## src/rtl/alu_seq_muldiv_pkg.sv

```systemverilog
// Shared encodings, FSM state type and helpers for the sequential ALU with M-extension.
package alu_seq_muldiv_pkg;

  // Base ops (OP[3]=0)
  localparam logic [2:0] F_ADD  = 3'd0;
  localparam logic [2:0] F_SLL  = 3'd1;
  localparam logic [2:0] F_SLT  = 3'd2;
  localparam logic [2:0] F_SLTU = 3'd3;
  localparam logic [2:0] F_XOR  = 3'd4;
  localparam logic [2:0] F_SR   = 3'd5;
  localparam logic [2:0] F_OR   = 3'd6;
  localparam logic [2:0] F_AND  = 3'd7;

  // M-extension ops (OP[3]=1)
  localparam logic [2:0] F_MUL    = 3'd0;
  localparam logic [2:0] F_MULH   = 3'd1;
  localparam logic [2:0] F_MULHSU = 3'd2;
  localparam logic [2:0] F_MULHU  = 3'd3;
  localparam logic [2:0] F_DIV    = 3'd4;
  localparam logic [2:0] F_DIVU   = 3'd5;
  localparam logic [2:0] F_REM    = 3'd6;
  localparam logic [2:0] F_REMU   = 3'd7;

  typedef enum logic [1:0] {
    ST_IDLE,
    ST_BUSY,
    ST_FIX,
    ST_DONE
  } state_t;

  // Context carried from accept to sign fix-up of a long M op
  typedef struct packed {
    logic [2:0] fn;
    logic       neg;
  } mctx_t;

  function automatic logic [63:0] min_int(input int unsigned xlen);
    return 64'(1) << (xlen - 1);
  endfunction

endpackage

```

## src/rtl/alu_seq_muldiv_iter.sv

```systemverilog
// Radix-2 iterative core: shift-add multiplier or restoring divider on unsigned magnitudes.
// hi:lo holds the 2*XLEN product, or remainder:quotient when dividing.
module alu_seq_muldiv_iter #(
  parameter int unsigned XLEN = 32
) (
  input  logic            clk,
  input  logic            rst,
  input  logic            start,
  input  logic            is_div,
  input  logic [XLEN-1:0] a,
  input  logic [XLEN-1:0] b,
  output logic            last_c,
  output logic [XLEN-1:0] hi,
  output logic [XLEN-1:0] lo
);

  localparam int unsigned CW = $clog2(XLEN + 1);

  logic [CW-1:0]   cnt;
  logic            div_mode;
  logic [XLEN-1:0] opb;
  logic [XLEN:0]   sum;
  logic [XLEN:0]   shifted;
  logic [XLEN:0]   diff;

  always_comb begin
    sum     = {1'b0, hi} + (lo[0] ? {1'b0, opb} : '0);
    shifted = {hi, lo[XLEN-1]};
    diff    = shifted - {1'b0, opb};
  end

  // High in the cycle whose edge performs the final iteration
  assign last_c = (cnt == CW'(1));

  always_ff @(posedge clk) begin
    if (rst) begin
      cnt      <= '0;
      div_mode <= 1'b0;
      opb      <= '0;
      hi       <= '0;
      lo       <= '0;
    end else if (start) begin
      cnt      <= CW'(XLEN);
      div_mode <= is_div;
      opb      <= b;
      hi       <= '0;
      lo       <= a;
    end else if (cnt != '0) begin
      cnt <= cnt - CW'(1);
      if (div_mode) begin
        if (!diff[XLEN]) begin
          hi <= diff[XLEN-1:0];
          lo <= {lo[XLEN-2:0], 1'b1};
        end else begin
          hi <= shifted[XLEN-1:0];
          lo <= {lo[XLEN-2:0], 1'b0};
        end
      end else begin
        hi <= sum[XLEN:1];
        lo <= {sum[0], lo[XLEN-1:1]};
      end
    end
  end

endmodule

```

## src/rtl/alu_seq_muldiv.sv

```systemverilog
// EX-stage integer ALU: single-cycle RV base ops, iterative MUL/DIV/REM, valid/ready on both sides.
module alu_seq_muldiv
  import alu_seq_muldiv_pkg::*;
#(
  parameter int unsigned XLEN     = 32,
  parameter bit          ENABLE_M = 1'b1
) (
  input  logic            CLK,
  input  logic            RESET,
  input  logic            FLUSH,
  input  logic            IN_VALID,
  output logic            IN_READY,
  input  logic [3:0]      OP,
  input  logic            ROTATE,
  input  logic [XLEN-1:0] DATA1,
  input  logic [XLEN-1:0] DATA2,
  output logic            OUT_VALID,
  input  logic            OUT_READY,
  output logic [XLEN-1:0] RESULT,
  output logic            ZERO,
  output logic            SIGN,
  output logic            LTU
);

  localparam int unsigned     SHW     = $clog2(XLEN);
  localparam logic [XLEN-1:0] MIN_INT = XLEN'(min_int(XLEN));

  state_t            state;
  mctx_t             ctx;
  logic              abort_c, accept_c, start_c;
  logic              is_m_c, is_div_c, div_zero_c, div_ovf_c, fast_c, long_c;
  logic              sgn_a_c, sgn_b_c, neg_a_c, neg_b_c, neg_res_c;
  logic [SHW-1:0]    shamt_c;
  logic [XLEN-1:0]   base_c, quick_c, mag_a_c, mag_b_c, dv_c, fix_c;
  logic [2*XLEN-1:0] prod_c;
  logic [XLEN-1:0]   it_hi, it_lo;
  logic              it_last_c;

  assign abort_c  = RESET | FLUSH;
  assign IN_READY = (state == ST_IDLE) | ((state == ST_DONE) & OUT_READY);
  assign accept_c = IN_VALID & IN_READY;
  assign start_c  = accept_c & long_c & ~abort_c;

  // Base-op datapath
  always_comb begin
    shamt_c = DATA2[SHW-1:0];
    base_c  = '0;
    unique case (OP[2:0])
      F_ADD:  base_c = ROTATE ? (DATA1 - DATA2) : (DATA1 + DATA2);
      F_SLL:  base_c = DATA1 << shamt_c;
      F_SLT:  base_c = XLEN'($signed(DATA1) < $signed(DATA2));
      F_SLTU: base_c = XLEN'(DATA1 < DATA2);
      F_XOR:  base_c = DATA1 ^ DATA2;
      F_SR: begin
        if (ROTATE) base_c = $signed(DATA1) >>> shamt_c;
        else        base_c = DATA1 >> shamt_c;
      end
      F_OR:   base_c = DATA1 | DATA2;
      F_AND:  base_c = DATA1 & DATA2;
    endcase
  end

  // M-op operand conditioning and single-cycle special cases
  always_comb begin
    is_m_c     = OP[3];
    is_div_c   = OP[3] & OP[2];
    sgn_b_c    = (OP[2:0] == F_MUL) || (OP[2:0] == F_MULH) ||
                 (OP[2:0] == F_DIV) || (OP[2:0] == F_REM);
    sgn_a_c    = sgn_b_c || (OP[2:0] == F_MULHSU);
    neg_a_c    = sgn_a_c & DATA1[XLEN-1];
    neg_b_c    = sgn_b_c & DATA2[XLEN-1];
    mag_a_c    = neg_a_c ? -DATA1 : DATA1;
    mag_b_c    = neg_b_c ? -DATA2 : DATA2;
    // Remainder takes the dividend's sign; product/quotient the xor of both
    neg_res_c  = (OP[2] & OP[1]) ? neg_a_c : (neg_a_c ^ neg_b_c);
    div_zero_c = (DATA2 == '0);
    div_ovf_c  = ~OP[0] & (DATA1 == MIN_INT) & (DATA2 == '1);
    fast_c     = is_div_c & (div_zero_c | div_ovf_c);
    long_c     = is_m_c & ENABLE_M & ~fast_c;
    quick_c    = base_c;
    if (is_m_c) begin
      if (!ENABLE_M)       quick_c = '0;
      else if (div_zero_c) quick_c = OP[1] ? DATA1 : '1;
      else                 quick_c = OP[1] ? '0 : MIN_INT;
    end
  end

  // Sign correction and half select once the core has finished
  always_comb begin
    dv_c   = ctx.fn[1] ? it_hi : it_lo;
    prod_c = ctx.neg ? -{it_hi, it_lo} : {it_hi, it_lo};
    if (ctx.fn[2])             fix_c = ctx.neg ? -dv_c : dv_c;
    else if (ctx.fn == F_MUL)  fix_c = prod_c[XLEN-1:0];
    else                       fix_c = prod_c[2*XLEN-1:XLEN];
  end

  alu_seq_muldiv_iter #(.XLEN(XLEN)) u_iter (
    .clk    (CLK),
    .rst    (abort_c),
    .start  (start_c),
    .is_div (is_div_c),
    .a      (mag_a_c),
    .b      (mag_b_c),
    .last_c (it_last_c),
    .hi     (it_hi),
    .lo     (it_lo)
  );

  always_ff @(posedge CLK) begin
    if (abort_c) begin
      state     <= ST_IDLE;
      OUT_VALID <= 1'b0;
      RESULT    <= '0;
      ZERO      <= 1'b1;
      SIGN      <= 1'b0;
      LTU       <= 1'b0;
      ctx       <= '0;
    end else begin
      unique case (state)
        ST_IDLE, ST_DONE: begin
          if (accept_c) begin
            LTU <= ~is_m_c & (DATA1 < DATA2);
            if (long_c) begin
              state     <= ST_BUSY;
              OUT_VALID <= 1'b0;
              ctx.fn    <= OP[2:0];
              ctx.neg   <= neg_res_c;
            end else begin
              state     <= ST_DONE;
              OUT_VALID <= 1'b1;
              RESULT    <= quick_c;
              ZERO      <= (quick_c == '0);
              SIGN      <= quick_c[XLEN-1];
            end
          end else if ((state == ST_DONE) && OUT_READY) begin
            state     <= ST_IDLE;
            OUT_VALID <= 1'b0;
          end
        end
        ST_BUSY: begin
          if (it_last_c) state <= ST_FIX;
        end
        ST_FIX: begin
          state     <= ST_DONE;
          OUT_VALID <= 1'b1;
          RESULT    <= fix_c;
          ZERO      <= (fix_c == '0);
          SIGN      <= fix_c[XLEN-1];
        end
        default: state <= ST_IDLE;
      endcase
    end
  end

endmodule

```

## config.mk

```make
export PLATFORM = sky130hd
export DESIGN_NAME = alu_seq_muldiv
export DESIGN_NICKNAME = d
export VERILOG_FILES = /design/src/rtl/alu_seq_muldiv_pkg.sv /design/src/rtl/alu_seq_muldiv_iter.sv /design/src/rtl/alu_seq_muldiv.sv
export SDC_FILE = /design/constraint.sdc
export NUM_CORES = 1
export LEC_CHECK = 0
export ABC_AREA = 1
export ABC_CLOCK_PERIOD_IN_PS = 3500
export CAP_MARGIN = 10
export CORE_UTILIZATION = 40
export CTS_BUF_LIST = sky130_fd_sc_hd__clkbuf_8
export CTS_CLUSTER_DIAMETER = 40
export CTS_CLUSTER_SIZE = 25
export DETAILED_ROUTE_END_ITERATION = 6
export HOLD_SLACK_MARGIN = 0.12
export REMOVE_ABC_BUFFERS = 1
export SYNTH_ARGS = -nofsm -noshare
export SYNTH_HDL_FRONTEND = slang
export SYNTH_SLANG_ARGS = --single-unit
```

## constraint.sdc

```tcl
create_clock -name CLK -period 3.5 [get_ports CLK]
set_clock_uncertainty 0.1 [all_clocks]
set_input_delay 0.7 -clock CLK [delete_from_list [all_inputs] [get_ports CLK]]
set_output_delay 0.7 -clock CLK [all_outputs]
set_load 0.02 [all_outputs]
```

; Yosys cells after proc, flatten, opt, wreduce, memory -nomap -nowiden
; Cells that the tools add are included.
[word_totals]
register_bits = 145
latchBits = 0
ramBits = 0
rom_bits = 0
inputBits = 74
out_inout_bits = 37
wordCells = 132
memories = 0
[classes]
add_sub_neg = 9
n_mul = 0
div = 0
order_cmp = 2
eq_ne = 17
n_shift = 3
n_mux = 42
n_bitwise = 24
reduce_logical = 21
[ops]
columns = cell, n
row1 = $mux W32, 20
row2 = $pmux W32 S8, 1
row3 = $logic_not A32 Y1, 3
row4 = $neg A32 Y32, 3
row5 = $eq A32 B32 Y1 const B, 2
row6 = $lt A32 B32 Y1, 2
row7 = $mux W64, 1
row8 = $neg A64 Y64, 1
row9 = $pmux W32 S2, 1
row10 = $add A32 B33 Y33, 1
row11 = $sub A33 B32 Y33, 1
row12 = $add A32 B32 Y32, 1
row13 = $and A32 B32 Y32, 1
row14 = $or A32 B32 Y32, 1
row15 = $shl A32 B5 Y32, 1
row16 = $shr A32 B5 Y32, 1
row17 = $sshr A32 B5 Y32, 1
row18 = $sub A32 B32 Y32, 1
row19 = $xor A32 B32 Y32, 1
row20 = $and A1 B1 Y1, 13
row21 = $eq A3 B3 Y1 const B, 4
row22 = $mux W6, 2
row23 = $mux W1, 9
row24 = $mux W2, 4
row25 = other kinds (22), 42

; Depth between registers and ports, before layout
; Gate-level depths: netlist (run 1).
[depth]
ltp_word = 10
ltp_mapped = 29
depth_no_buf = 26

; Modules after synthesis
; Synthesis (run 1) repeated with hierarchy kept, for this count alone.
[hier_totals]
cells_unflattened = 5525
area_unflattened_um2 = 28625.0
[by_module_without_submodules]
columns = mod, n_inst, cells_each, area_each_um2, seq_area_each_um2
row1 = alu_seq_muldiv, 1, 3716, 18420.2, 820.8
row2 = alu_seq_muldiv_iter, 1, 1809, 10204.8, 2062.0

; Least setup slack after synthesis (run 1)
; Ideal clock, no wire load.
[synth_timing]
kind = input to register
from = input DATA2[2]
to = register ZERO
setup_ns = 0.059
arrival_ns = 3.250
required_time_ns = 3.341
setup_slack_ns = 0.091
path_stages = 26
n_path_buf = 3
path_cell_list = buf_4 > inv_1 > buf_2 > buf_1 > ha_1 > inv_1 > nand2_1 > nand2_1 > nand3_1 > nand2_1 > nand2_1 > nand3_1 > nand2_1 > o21ai_0 > nand2_1 > nand3_1 > nand2_1 > a21oi_1 > nand2_1 > nor2_1 > nand2_1 > nor2_1 > nand4_1 > nand2_1 > nand2_1 > nand2_1
[synth_between]
elab_chain_cells = 8
word_cells_on_any_way = 28
classes_between = 2 x add/sub / 2 x order compare / 2 x eq/ne / 3 x shift / 8 x mux / 8 x bitwise / 3 x reduce/logical
[synth_lines]
columns = item, line_no
row1 = start: declaration, alu_seq_muldiv.sv:16  ; input logic [XLEN-1:0] DATA2,
row2 = "$add A32 B32 Y32, or another cell as far along", alu_seq_muldiv.sv:49  ; F_ADD: base_c = ROTATE ? (DATA1 - DATA2) : (DATA1 + DATA2);
row3 = "$mux W32, or another cell as far along", alu_seq_muldiv.sv:49
row4 = $pmux W32 S8 or $or A1 B1 Y1 (tied branches), "alu_seq_muldiv.sv:48, alu_seq_muldiv.sv:78"
row5 = $mux W32 or $and A1 B1 Y1 (tied branches), "alu_seq_muldiv.sv:81, alu_seq_muldiv.sv:78"
row6 = $logic_not A32 Y1 or $not A1 Y1 (tied branches), "alu_seq_muldiv.sv:132, alu_seq_muldiv.sv:79"
row7 = $mux W1 or $and A1 B1 Y1 (tied branches), "alu_seq_muldiv.sv:123, alu_seq_muldiv.sv:79"
row8 = $mux W1 or $ne A2 B2 Y1 (tied branches), --
row9 = $pmux W1 S2 or $reduce_and A3 Y1 (tied branches), --
row10 = end signal: assignment, alu_seq_muldiv.sv:132  ; ZERO <= (quick_c == '0);
row11 = end signal: assignment, alu_seq_muldiv.sv:147  ; ZERO <= (fix_c == '0);
row12 = end: declaration, alu_seq_muldiv.sv:20  ; output logic ZERO,
; Several ways; a longest one is shown, not always the timed one. The select of a mux whose other input is x is not followed.
; A chain may end at the register's enable or synchronous reset.

; Worst setup path after layout (run 1)
[layout_timing]
from = register u_iter.lo[0]
to = register RESULT[30]
[layout_between]
elab_chain_cells = 5
word_cells_on_any_way = 8
classes_between = 2 x add/sub / 6 x mux
[layout_lines]
columns = item, line_no
row1 = start: declaration, alu_seq_muldiv_iter.sv:14  ; output logic [XLEN-1:0] lo
row2 = start signal: assignment, alu_seq_muldiv_iter.sv:53  ; lo <= {lo[XLEN-2:0], 1'b1};
row3 = start signal: assignment, alu_seq_muldiv_iter.sv:56  ; lo <= {lo[XLEN-2:0], 1'b0};
row4 = start signal: assignment, alu_seq_muldiv_iter.sv:60  ; lo <= {sum[0], lo[XLEN-1:1]};
row5 = $neg A64 Y64 or $mux W32 (tied branches), "alu_seq_muldiv.sv:91, alu_seq_muldiv.sv:90"
row6 = $mux W64 or $neg A32 Y32 (tied branches), "alu_seq_muldiv.sv:91, alu_seq_muldiv.sv:92"
row7 = "$mux W32, on equally long branches", "alu_seq_muldiv.sv:93, alu_seq_muldiv.sv:92"
row8 = $mux W32 (*), alu_seq_muldiv.sv:92  ; if (ctx.fn[2]) fix_c = ctx.neg ? -dv_c : dv_c;
row9 = $pmux W32 S2 (*), alu_seq_muldiv.sv:119  ; unique case (state)
row10 = end signal: assignment, alu_seq_muldiv.sv:131  ; RESULT <= quick_c;
row11 = end signal: assignment, alu_seq_muldiv.sv:146  ; RESULT <= fix_c;
row12 = end: declaration, alu_seq_muldiv.sv:19  ; output logic [XLEN-1:0] RESULT,
; Mark *: on every way between the ends. The rest lies on a longest branch, timed or not.

==> reports/results.txt, run 1 <==
Tightest Pin Transition -> 987 ps
CP Cell Sequence -> inv_2, ha_1, nand3_2, nor2_2, nand3_1, nor2_1, nand2_1, nor2_2, nand3_1, o21ai_0, buf_4, nor2_1, o21ai_0, nand2_1, buf_4, o21ai_0, a21oi_1, nor2_1
H-tree levels -> 4
Crit Path Class -> reg -> reg
TritonCTS Sinks -> 144
Period minus WS final -> 3670 ps
post-DR vias/cell -> 5.72
Cell Area, Placed -> 34100 um^2
achievable frequency -> 273 MHz
Seq/Total Area, Yosys -> 11.1%
post-synthesis simple-gate area fraction -> 42.4%
nets@finish -> 5891
RSZ-0062 raised after global routing -> yes
IO Count -> 111
max-cap viol count -> 0
EDFF count, synth -> 0
Reg clk slew, reported paths -> 130 ps
final worst-path setup slack -> -169 ps
DR pass1 iterations -> 6
largest net degree at the start of global routing -> 89
Die Footprint -> 66200 um^2
Post-Synth XOR/XNOR Area -> 4.07%
Overflow after GRT -> 0
# hold bufs at CTS -> 0
CTS buffer count -> 17
Final ANT Viol Nets -> 0
Post-Synth Adder-Cell Area -> 8.61%
violated checks -> negative setup slack
Cell Pwr Density -> 454 nW/um^2
final wirelength -> 155000 um
Synth Instances -> 4863
status -> complete, but fails checks
final worst path period share -> 105%
initial antenna violation count -> 2
async set or reset register ratio after synthesis -> 0%
final setup violation count -> 2
largest family of logic cells by synthesized area -> simple AND/OR/NAND/NOR gates
Pins Over Slew Limit -> 0
DP Wirelength -> 128000 um
drt initial violations -> 4407
# port buffers -> 110
synthesized area -> 26100 um^2
Total GRT Usage -> 45.4%
die width -> 257 um
CP peak stage delay -> 420 ps
worst path required time -> 3880 ps
Skew-Pair Late Insertion Delay -> 530 ps
Final Instance Area -> 35300 um^2
Hold Crit Class -> reg -> reg
Initial Util -> 40.4%
Final Hold Fails -> 0
Yosys cell types -> 61
clk buf depth -> 2
CTS tree -> done
critical path peak fanout -> 6
FF+latch count, synth -> 144
first-pass GRT wire length -> 223000 um
Lkg Pwr -> 18.0 nW
core area -> 64500 um^2
routability cong. -> 1.12
P&R area growth vs syn -> 35.6%
CP max stage cell -> dfxtp_2
Post-synth top flop -> dfxtp_1
WL/cell -> 23.8 um
CP arrival -> 4050 ps
Peak VDD IR -> 0.631 mV
synth warn -> 0
Worst setup EP type -> flop
Slew HR -> 34.2%
total number of vias -> 37.2k
Syn Area/Cell -> 5.36 um^2
DRC Markers -> 0
Root Driver -> clkbuf_8
Die Y -> 257 um
mux share of post-synthesis cell area -> 0%
share of layout cells above drive strength 1 -> 20.4%
Worst Setup Start Kind -> flop
vias in the first global route -> 34.5k
post-synthesis compound-gate area fraction -> 21.9%
Rows -> 93
Setup TNS -> -212 ps
==> worst max-delay path: cells and delay by family (launching register included) <==
kind / cells / cell delay (ps)
adders and majority gates: 1 / 220
AOI/OAI and AO/OA: 4 / 1030
and+or+nand+nor: 10 / 1380
buffers and inverters: 3 / 480
DFF: 1 / 420
==> what timing repair did <==
action	in CTS	in global routing
setup endpoints to repair	20	138
setup buffers	6	14
endpoints found under the hold margin	0	0
cloned	0	1
pin swaps	4	35
resized for setup	66	135
==> routing by layer <==
| metal | up-vias | share of wire (%) | global-route usage [%] |
|---|---|---|---|
| li1 | 17600 | - | - |
| met1 | 17000 | 40 | 56.8 |
| met2 | 2110 | 42 | 69.9 |
| met3 | 484 | 8.7 | 6.88 |
| met4 | 0 | 9.2 | 34.9 |
| met5 | - | 0 | 0 |
==> cells in the mapped netlist (all sizes together) (14+ instances only) <==
master  number  area [um^2]
nor2       468         1820
nand3      518         2620
nor4        16          106
o21a        14          105
xor2        92          806
nand4       68          425
dfxtp      144         2880
or2         27          169
a31oi       51          319
o211ai      67          503
inv        564         2120
nor3        56          317
nand2     1433         5380
xnor2       29          254
a21oi      377         1900
buf        102          522
ha         173         2160
o21bai      17          128
a211oi      19          143
o22ai       34          213
clkbuf     124          465
o21ai      379         1920
==> final cells by class <==
type | count | area, um^2
Fill cell | 6969 | 29100
Timing Repair Buffer | 983 | 8100
Multi-Input combinational cell | 3926 | 20700
Inverter | 568 | 2140
Sequential cell | 144 | 2890
Clock buffer | 17 | 234
Antenna cell | 1 | 2.50
Clock inverter | 15 | 184
Tap cell | 855 | 1070
==> logic make-up (layout without fill, tap and decap cells) <==
kind of cell,count (synthesis),in the layout
adder cells (fa/ha/maj),177,177
XOR/XNOR,121,121
flip-flops,144,144
other,0,1
AO/OA/AOI/OAI,1016,1016
buffers and inverters,794,1583
AND/OR/NAND/NOR,2611,2612
==> state kept, by name, indices dropped and copies added (netlist names) <==
name / count
u_iter.cnt: 6
ZERO: 1
state: 2
u_iter.opb: 32
RESULT: 32
ctx: 4
OUT_VALID: 1
u_iter.div_mode: 1
u_iter.lo: 32
LTU: 1
u_iter.hi: 32
==> power by group <==
| group | total [W] | internal (W) | leakage, nW | switching [W] |
|---|---|---|---|---|
| clock | 0.00146 | 0.000552 | 0.209 | 0.000909 |
| combinational | 0.0123 | 0.00444 | 16.7 | 0.00786 |
| sequential | 0.00228 | 0.00184 | 1.17 | 0.000443 |
==> through the flow <==
step                      setup WS (ps)  total power [W]  std cells  utilization, %  hold WS, ps
after floorplan                   -2190          0.00890       4637               -          350
after global placement             -971           0.0139       6455            52.9          351
after detailed placement           -988           0.0139       6455            52.9          354
after CTS                         -12.7           0.0155       6493            53.9          369
after global routing               -252           0.0171       6509            54.8          391
final                              -169           0.0161       6509            54.8          367
==> cell usage in the layout, fill, tap and decap left out, types with 52 or more instances in the layout <==
master / count
a21oi_1: 355
buf_4: 832
clkdlybuf4s50_1: 93
dfxtp_1: 139
ha_1: 152
inv_1: 535
nand2_1: 1405
nand3_1: 496
nand4_1: 68
nor2_1: 415
o211ai_1: 67
o21ai_0: 315
o21ai_1: 52
xor2_1: 92
==> worst paths after layout <==
path                            slack (ps)  depth (start not counted)                      start                 endpoint
worst max-delay path                  -170                         18  u_iter.lo[0]$_SDFFE_PP0P_  RESULT[30]$_SDFFE_PP0P_
worst min-delay path                   370                          2     RESULT[8]$_SDFFE_PP0P_   RESULT[8]$_SDFFE_PP0P_
worst max register to register        -170                         18  u_iter.lo[0]$_SDFFE_PP0P_  RESULT[30]$_SDFFE_PP0P_
worst min register to register         370                          2     RESULT[8]$_SDFFE_PP0P_   RESULT[8]$_SDFFE_PP0P_
No activity file was read; power rests on OpenSTA's default activity.
==> inputs of run 2 (changes only) <==
- HOLD_SLACK_MARGIN: 0.12 -> unset
- RECOVER_POWER: unset -> 50
==> run 2 against run 1 <==
The run still ends with negative setup slack left. First-iteration DRC count is 0.77% higher. Clock-buffer cell count stayed put. Register-to-register slack hardly changed. Wire length hardly changed. Sequential share of layout area hardly changed. Global-route usage stayed put. Worst setup slack better by 6.8 ps. Worst hold slack hardly changed. Non-clock buffer count stayed put. Die area stayed put. Core utilization is 0.095 points lower. Largest cell class unchanged. Largest power group unchanged.
==> reports/results.txt, run 2 (same netlist as run 1, synthesis figures left out) <==
Setup TNS -> -374 ps (-162 ps)
vias in the first global route -> 34.5k (unchanged)
Worst Setup Start Kind -> flop
total number of vias -> 37.2k (-0.078%)
worst path required time -> 3870 ps (about the same)
core area -> 64500 um^2 (unchanged)
share of layout cells above drive strength 1 -> 20.2% (-0.14 points)
die width -> 257 um (unchanged)
Cell Pwr Density -> 454 nW/um^2 (-0.11%)
# fillers -> 6984 (+0.22%)
Worst setup EP type -> flop
# hold bufs at CTS -> 0 (unchanged)
Final Hold Fails -> 0 (unchanged)
achievable frequency -> 273 MHz (+0.19%)
# port buffers -> 110 (unchanged)
DR pass1 iterations -> 7 (+1)
Placed Instances -> 6455 (unchanged)
clk buf depth -> 2 (unchanged)
Initial Util -> 40.4% (unchanged)
final worst-path setup slack -> -162 ps (+6.79 ps)
post-DR vias/cell -> 5.72 (about the same)
DP Wirelength -> 128000 um (unchanged)
Tightest Pin Transition -> 983 ps (-4.03 ps)
final worst path period share -> 105% (-0.19 points)
Slew HR -> 34.5% (+0.27 points)
DP Worst Slack -> -988 ps (unchanged)
TritonCTS Sinks -> 144 (unchanged)
critical path peak fanout -> 6 (unchanged)
Reg clk slew, reported paths -> 130 ps (about the same)
routability cong. -> 1.12 (unchanged)
CP arrival -> 4030 ps (-20 ps)
most frequent cells in the layout -> nand2_1, buf_4, inv_1
largest net degree at the start of global routing -> 89 (unchanged)
status -> complete, but fails checks
Die Y -> 257 um (unchanged)
drt initial violations -> 4441 (+0.77%)
Period minus WS final -> 3660 ps (-6.79 ps)
max-cap viol count -> 0 (unchanged)
final setup violation count -> 10 (+8)
Crit Path Class -> reg -> reg
Final ANT Viol Nets -> 0 (unchanged)
commonest non-fill, non-tap cell in the layout -> nand2_1
Lkg Pwr -> 18.1 nW (+0.52%)
nets@finish -> 5891 (unchanged)
P&R area growth vs syn -> 35.3%
first-pass GRT wire length -> 223000 um (unchanged)
Total GRT Usage -> 45.4% (unchanged)
non-filler cells in the finished layout -> 6509 (unchanged)
H-tree levels -> 4 (unchanged)
final wirelength -> 155000 um (about the same)
Pins Over Slew Limit -> 0 (unchanged)
Hold Crit Class -> reg -> reg
Peak VDD IR -> 0.627 mV (-0.61%)
CTS buffer count -> 17 (unchanged)
DRC Markers -> 0 (unchanged)
Root Driver -> clkbuf_8
WL/cell -> 23.7 um (about the same)
IO Count -> 111 (unchanged)
initial antenna violation count -> 2 (unchanged)
Overflow after GRT -> 0 (unchanged)
Rows -> 93 (unchanged)
RSZ-0062 raised after global routing -> yes
violated checks -> negative setup slack
Skew-Pair Late Insertion Delay -> 530 ps (about the same)
Die Footprint -> 66200 um^2 (unchanged)
CTS tree -> done
Min Hold Slack -> 368 ps (+0.273 ps)
## run 2: changes by cell type in the layout (fill, tap and decap cells not counted), moves of 2 or more
cell,previous run,this run
clkdlybuf4s50_1,93,56
dlygate4sd3_1,0,37
buf_4,832,828
buf_12,34,31
clkbuf_1,0,3
nor2_1,415,417
nor2_2,43,41
## run 2: critical path, cell delays in order, from the launching register on
cell     delay [ps]
dfxtp_2         420
inv_2           130
ha_1            220
nand3_2         100
nor2_2          190
nand3_1         150
nor2_1          120
nand2_1          90
nor2_2          210
nand3_1         140
o21ai_0         200
buf_4           150
nor2_1           30
o21ai_0         370
nand2_1         240
buf_4           200
o21ai_0         330
a21oi_1         100
nor2_1          110
## run 2: area by class of cell
class | count | area [um^2] | area share (%)
flip-flops and latches | 144 | 2890 | 8.20
well taps | 855 | 1070 | 3.03
multi-input cells | 3926 | 20700 | 58.6
clock buffers | 17 | 234 | 0.663
inverters | 568 | 2140 | 6.08
repair buffers | 983 | 8060 | 22.9
clock inverters | 15 | 184 | 0.522
diodes | 1 | 2.50 | 0.00710
## run 2: where the power goes
group | internal [W] | switching, W | total, W | leakage (nW)
Clock | 0.000552 | 0.000906 | 0.00146 | 0.209
Sequential | 0.00184 | 0.000440 | 0.00228 | 1.17
Combinational | 0.00442 | 0.00785 | 0.0123 | 16.7
## run 2: routing by layer
layer / vias to the layer above / global-route usage (%) / wire length (um)
met5: - / 0 / 0
met4: 0 / 34.9 / 14100
met2: 2096 / 69.9 / 65300
li1: 17600 / - / -
met3: 489 / 6.88 / 13400
met1: 17000 / 56.8 / 61800
## run 2: what timing repair did
item / 4_1_cts / 5_1_grt
pin swaps: 4 / 35
setup buffers: 6 / 14
setup endpoints to repair: 20 / 138
gates resized for setup: 66 / 135
gates cloned: 0 / 1
## run 2: path summary, 6_finish.rpt
| check | from | to | slack, ps | depth (start not counted) |
|---|---|---|---|---|
| hold / removal | RESULT[8]$_SDFFE_PP0P_ | RESULT[8]$_SDFFE_PP0P_ | 370 | 2 |
| hold reg to reg | RESULT[8]$_SDFFE_PP0P_ | RESULT[8]$_SDFFE_PP0P_ | 370 | 2 |
| setup / recovery | u_iter.lo[0]$_SDFFE_PP0P_ | RESULT[30]$_SDFFE_PP0P_ | -160 | 18 |
| setup reg to reg | u_iter.lo[0]$_SDFFE_PP0P_ | RESULT[30]$_SDFFE_PP0P_ | -160 | 18 |
## run 2: metrics by stage
stage	total power (W)	utilization [%]	area [um^2]
global route	0.0171	54.7	35300
CTS	0.0155	53.9	34800
floorplan	0.00890	-	25100
detailed placement	0.0139	52.9	34100
finish	0.0160	54.7	35300
global placement	0.0139	52.9	34100
